File: config.mk
export PLATFORM = sky130hd
export DESIGN_NAME = prog_counter
export DESIGN_NICKNAME = d
export VERILOG_FILES = /design/src/rtl/counter_pkg.sv /design/src/rtl/counter_prescaler.sv /design/src/rtl/prog_counter.sv
export SDC_FILE = /design/constraint.sdc
export NUM_CORES = 1
export LEC_CHECK = 0
export ABC_AREA = 0
export BUFFER_PORTS_ARGS = -buffer_cell sky130_fd_sc_hd__buf_2
export CORE_ASPECT_RATIO = 1.1
export CORE_MARGIN = 4
export CORE_UTILIZATION = 48
export DETAILED_ROUTE_END_ITERATION = 10
export PLACE_DENSITY_LB_ADDON = 0.1
export SYNTH_ARGS = -nofsm -noshare
export SYNTH_HDL_FRONTEND = slang
export SYNTH_SLANG_ARGS = --single-unit
File: constraint.sdc
create_clock -name clock -period 2 [get_ports clock]
set_input_delay 0.6 -clock clock [delete_from_list [all_inputs] [get_ports clock]]
set_output_delay 0.6 -clock clock [all_outputs]
set_load 0.05 [all_outputs]
File: src/rtl/counter_pkg.sv
// Shared definitions for the programmable counter family: boundary modes and
// a ceiling-log2 helper used to size the prescaler register.
package counter_pkg;

    localparam int unsigned CNT_MODE_WRAP = 32'd0;
    localparam int unsigned CNT_MODE_SAT  = 32'd1;

    // Number of bits needed to hold values 0..value-1 (0 for value <= 1).
    function automatic int unsigned clog2(input int unsigned value);
        int unsigned result;
        result = 32'd0;
        for (int unsigned i = 32'd0; i < 32'd32; i++) begin
            if ((64'd1 << i) < 64'(value)) begin
                result = i + 32'd1;
            end else begin
                result = result;
            end
        end
        return result;
    endfunction

endpackage

File: src/rtl/counter_prescaler.sv
// Enable prescaler: counts enabled cycles 0..PRESCALE-1 and flags the last
// phase so the parent counter steps once every PRESCALE enabled cycles.
module counter_prescaler
    import counter_pkg::*;
#(
    parameter int unsigned PRESCALE = 32'd2
) (
    input  logic clock,
    input  logic rst,
    input  logic en,
    input  logic sync_clr,
    output logic tick
);

    localparam int unsigned PW = (clog2(PRESCALE) < 32'd1) ? 32'd1 : clog2(PRESCALE);
    localparam logic [PW-1:0] LAST = PW'(PRESCALE - 32'd1);
    localparam logic [PW-1:0] ONE  = PW'(32'd1);

    logic [PW-1:0] r_cnt;
    logic [PW-1:0] w_cnt_nxt;
    logic          w_last;

    // The tick is decoded straight from the phase register; the parent
    // qualifies it with the enable.
    assign w_last = (r_cnt == LAST);
    assign tick   = w_last;

    // Next phase: clear wins, otherwise advance on enabled cycles and
    // return to zero on the cycle that produces a step.
    always_comb begin
        w_cnt_nxt = r_cnt;
        if (sync_clr) begin
            w_cnt_nxt = {PW{1'b0}};
        end else if (en) begin
            if (w_last) begin
                w_cnt_nxt = {PW{1'b0}};
            end else begin
                w_cnt_nxt = r_cnt + ONE;
            end
        end else begin
            w_cnt_nxt = r_cnt;
        end
    end

    // Phase register with asynchronous reset.
    always_ff @(posedge clock or posedge rst) begin
        if (rst) begin
            r_cnt <= {PW{1'b0}};
        end else begin
            r_cnt <= w_cnt_nxt;
        end
    end

endmodule

File: src/rtl/prog_counter.sv
// General event/timebase counter: programmable modulo, up/down, synchronous
// clear and clamped load, wrap or saturate at the boundary, optional enable
// prescaler, a terminal-count pulse and a sticky overflow flag.
module prog_counter
    import counter_pkg::*;
#(
    parameter int unsigned     WIDTH    = 32'd12,
    parameter longint unsigned MODULO   = 64'd4096,
    parameter int unsigned     SAT_MODE = CNT_MODE_WRAP,
    parameter int unsigned     PRESCALE = 32'd1
) (
    input  logic             clock,
    input  logic             rst,
    input  logic             d_en,
    input  logic             d_up,
    input  logic             d_clr,
    input  logic             d_load,
    input  logic [WIDTH-1:0] d_load_val,
    input  logic             d_ovf_clr,
    output logic [WIDTH-1:0] d_out,
    output logic             d_tc,
    output logic             d_ovf
);

    // Reject parameter sets the counter cannot implement.
    generate
        if ((WIDTH < 32'd1) || (WIDTH > 32'd32) ||
            (MODULO < 64'd2) || (MODULO > (64'd1 << WIDTH)) ||
            (PRESCALE < 32'd1) || (SAT_MODE > CNT_MODE_SAT)) begin : g_param_check
            $error("prog_counter: illegal parameter set");
        end
    endgenerate

    localparam logic [WIDTH-1:0] MAX_VAL = WIDTH'(MODULO - 64'd1);
    localparam logic [WIDTH-1:0] ZERO    = {WIDTH{1'b0}};
    localparam logic [WIDTH-1:0] ONE     = WIDTH'(32'd1);

    logic [WIDTH-1:0] r_cnt;
    logic             r_tc;
    logic             r_ovf;

    logic [WIDTH-1:0] w_cnt_nxt;
    logic             w_tc_nxt;
    logic             w_ovf_nxt;
    logic             w_tick;
    logic             w_step;
    logic             w_at_bound;
    logic             w_bound_step;

    // Without prescaling every enabled cycle is a step.
    generate
        if (PRESCALE > 32'd1) begin : g_presc
            counter_prescaler #(
                .PRESCALE (PRESCALE)
            ) u_presc (
                .clock    (clock),
                .rst      (rst),
                .en       (d_en),
                .sync_clr (d_clr | d_load),
                .tick     (w_tick)
            );
        end else begin : g_no_presc
            assign w_tick = 1'b1;
        end
    endgenerate

    assign w_step       = d_en & w_tick;
    assign w_at_bound   = d_up ? (r_cnt == MAX_VAL) : (r_cnt == ZERO);
    assign w_bound_step = w_step & w_at_bound & ~d_clr & ~d_load;

    // Next count and terminal-count pulse: clear > load > step > hold.
    always_comb begin
        w_cnt_nxt = r_cnt;
        w_tc_nxt  = 1'b0;
        if (d_clr) begin
            w_cnt_nxt = ZERO;
        end else if (d_load) begin
            if (d_load_val > MAX_VAL) begin
                w_cnt_nxt = MAX_VAL;
            end else begin
                w_cnt_nxt = d_load_val;
            end
        end else if (w_step) begin
            if (w_at_bound) begin
                w_tc_nxt = 1'b1;
                if (SAT_MODE == CNT_MODE_SAT) begin
                    w_cnt_nxt = r_cnt;
                end else begin
                    w_cnt_nxt = d_up ? ZERO : MAX_VAL;
                end
            end else begin
                w_cnt_nxt = d_up ? (r_cnt + ONE) : (r_cnt - ONE);
            end
        end else begin
            w_cnt_nxt = r_cnt;
        end
    end

    // Sticky overflow: a boundary step sets it and beats a coincident clear.
    always_comb begin
        w_ovf_nxt = r_ovf;
        if (w_bound_step) begin
            w_ovf_nxt = 1'b1;
        end else if (d_ovf_clr) begin
            w_ovf_nxt = 1'b0;
        end else begin
            w_ovf_nxt = r_ovf;
        end
    end

    // Count, pulse and flag registers with asynchronous reset.
    always_ff @(posedge clock or posedge rst) begin
        if (rst) begin
            r_cnt <= ZERO;
            r_tc  <= 1'b0;
            r_ovf <= 1'b0;
        end else begin
            r_cnt <= w_cnt_nxt;
            r_tc  <= w_tc_nxt;
            r_ovf <= w_ovf_nxt;
        end
    end

    assign d_out = r_cnt;
    assign d_tc  = r_tc;
    assign d_ovf = r_ovf;

endmodule

==> impl_metrics.json <==
{
  "status": "finished, violations left",
  "violations": "negative setup slack",
  "gp_congestion": 0.913,
  "fin_nets": 265,
  "multi_input_area_um2": 1130,
  "reg2reg_depth": 7,
  "grt_pass1_wl_um": 7410,
  "period_minus_slack_ns": 2.17,
  "num_antenna_cells": 0,
  "clockRootBuffer": "clkbuf_4",
  "synth.area.top_cells": "dfrtp_1, ha_1, a21oi_1, nor2_1, a221oi_1",
  "vias": 1647,
  "final.setup.worst_slack_ns": -0.172,
  "cts.sinks": 14,
  "synth-edff-count": 0,
  "fmax_ghz": 0.460,
  "gr-total-overflow": 0,
  "synth_mux_area_share_pct": 0,
  "min_period_over_period_pct": 109,
  "finalWirelength_um": 4810,
  "critPathMaxFanout": 5,
  "drc_errors": 0,
  "worst_setup_path_end_kind": "flop",
  "synth_top_flop_cell": "dfrtp_1",
  "grt_max_degree": 19,
  "ios": 33,
  "crit_type": "in2reg",
  "clk_path_buf_depth": 2,
  "p_per_area_nw_per_um2": 532,
  "n_fill_cell": 201,
  "htreeDepth": 1,
  "ctsHoldBuffers": 0,
  "required_ns": 2.18,
  "grtUsageTotal_pct": 25.4,
  "hpwlAfterDp_um": 3470,
  "drive_gt1_share_pct": 48.3,
  "yosysUniqueCellTypes": 49,
  "coreArea_um2": 2780,
  "grt_setup_unrepaired": "yes",
  "synth_cells": 162,
  "clk_pin_slew_ns": 0.10,
  "synthSimpleGateAreaFrac_pct": 27.1,
  "holdCritPathClass": "in2async",
  "die_area_um2": 3820,
  "yosysTopAreaCell": "dfrtp_1",
  "synth-seq-area-share_pct": 25.2,
  "cts_tree": "done",
  "startpoint_type": "input port",
  "p_leak_nw": 0.975,
  "numCtsBuffers": 3,
  "regArea_um2": 352,
  "holdWs_ns": 0.363,
  "drt_pass1_iterations": 4,
  "cp_data_arrival_time_ns": 2.35,
  "synth_top_family_by_area": "compound AO/OA/AOI/OAI gates",
  "synth_compound_area_share_pct": 29.6,
  "synth_xor_area_share_pct": 3.16,
  "port_buffers": 32,
  "synth-seq-cells": 14,
  "grt_pass1_vias": 1640,
  "hold_viol": 0,
  "wl_per_cell_um": 18.0,
  "netlist.area_leader.share_pct": 25.2,
  "antenna_found_initial": 0,
  "slew_violations": 0,
  "die_height_um": 64.4,
  "relSlewSlack_pct": 59.6,
  "r2r-start": "d_out[1]",
  "syn2layout_area_growth_pct": 51.7,
  "place_area_um2": 1850,
  "initial_core_util_pct": 50.0,
  "num_rows": 20,
  "ys.warnings.count": 0,
  "syn_area_um2": 1390,
  "drtAntennaViolNets": 0,
  "peakVddDrop_mv": 0.467,
  "r2r_slack_ns": -0.05,
  "chipWidth_um": 59.3,
  "setup_viol": 5,
  "finClkSkew_ns": 0.0112,
  "async_flop_share_pct": 100,
  "design_area_um2": 2100,
  "r2r_end": "d_out[8]",
  "timing_worst_slew_pin_value_ns": 0.605,
  "cap_viol_max_count": 0,
  "post_drt_via_cell_ratio": 6.17,
  "synth.avg_cell_area_um2": 8.57,
  "clk_latency_ns": 0.29,
  "drtIter0Drc": 78,
  "synth_nets": 192,
  "synthAdderAreaFrac_pct": 10.5
}
## sequential cells by signal (all words and copies together), names as in the netlist
name,count
d_tc,1
d_out,12
d_ovf,1
## synth_stat cells, types with 3 or more instances
master and count:
o21ai_0 5, a211oi_1 5, inv_1 8, o21a_1 3
xnor2_1 4, ha_1 10, dfrtp_1 14, a221oi_1 5
nor3_1 7, a21oi_1 17, nor2b_1 3, nor3b_1 3
a21o_1 5, clkbuf_1 3, nand2_1 6, nand3_1 5
nor2_1 15, nand4_1 4
## cell families (layout without fill, tap and decap cells)
kind of cell,after synthesis,after routing
simple gates,61,61
xor+xnor,5,5
compound gates,57,57
flops,14,14
fa+ha+maj,11,11
buf+inv,14,86
## through the flow
stage / util, % / setup WS, ns / total power (W) / TNS (ns) / cells
after floorplan: - / -0.323 / 0.000664 / -1.39 / 162
after global placement: 66.7 / -0.487 / 0.000832 / -3.47 / 256
after detailed placement: 66.7 / -0.586 / 0.000849 / -4.49 / 256
after CTS: 70.6 / -0.155 / 0.00106 / -0.531 / 263
after global routing: 75.8 / -0.248 / 0.00119 / -1.10 / 267
final: 75.8 / -0.172 / 0.00112 / -0.581 / 267
## worst max-delay path by stage
stage | slack, ns | depth (start not counted) | end | from
CTS | -0.16 | 9 | d_out[11] | d_up
floorplan | -0.32 | 7 | d_out[11] | d_up
finish | -0.17 | 10 | d_out[9] | d_up
detailed placement | -0.59 | 9 | d_out[9] | d_up
global route | -0.25 | 9 | d_out[9] | d_up
global placement | -0.49 | 9 | d_out[11] | d_up
## where the power goes
part / internal, W / leakage, nW / switching, W
sequential: 0.000304 / 0.183 / 0.0000322
clock: 0.0000775 / 0.0150 / 0.000102
combinational: 0.000271 / 0.777 / 0.000332
## placed cells by master, fill, tap and decap left out, types with 4 or more instances in the layout
master,Yosys,final
buf_2,2,31
ha_1,10,4
a211oi_1,5,4
nor2_1,15,14
nor3_1,7,7
nand4_1,4,4
ha_4,0,6
a21oi_2,1,5
dfrtp_1,14,13
inv_1,8,7
a221oi_1,5,4
xnor2_1,4,4
a21oi_1,17,13
buf_4,0,37
nand2_1,6,6
nand3_1,5,5
a21o_1,5,5
## routing by layer
metal	global-route usage, %	routed length (um)
met1	29.8	1940
met5	0	0
met2	43.2	2500
met4	13.3	151
met3	4.04	215
## worst max-delay path, stage by stage
cell	delay [ns]
buf_8	0.08
clkinvlp_4	0.14
buf_12	0.18
ha_4	0.23
a21o_1	0.19
a21oi_2	0.19
buf_4	0.14
a31oi_2	0.10
o2111a_1	0.26
a2111oi_2	0.22
## timing repair
action                                  CTS  global route
setup buffers                             3             4
gates resized for setup                  11            19
endpoints found under the setup margin    9             9
pin swaps                                17            22
cloned                                    0             0
## layout make-up
| cell class | instances | area share, % |
|---|---|---|
| Tap cell | 33 | 1.96 |
| Clock buffer | 4 | 1.25 |
| Inverter | 8 | 1.61 |
| Sequential cell | 14 | 16.7 |
| Multi-Input combinational cell | 134 | 53.7 |
| Timing Repair Buffer | 74 | 24.8 |
(Power assumes the default switching activity.)
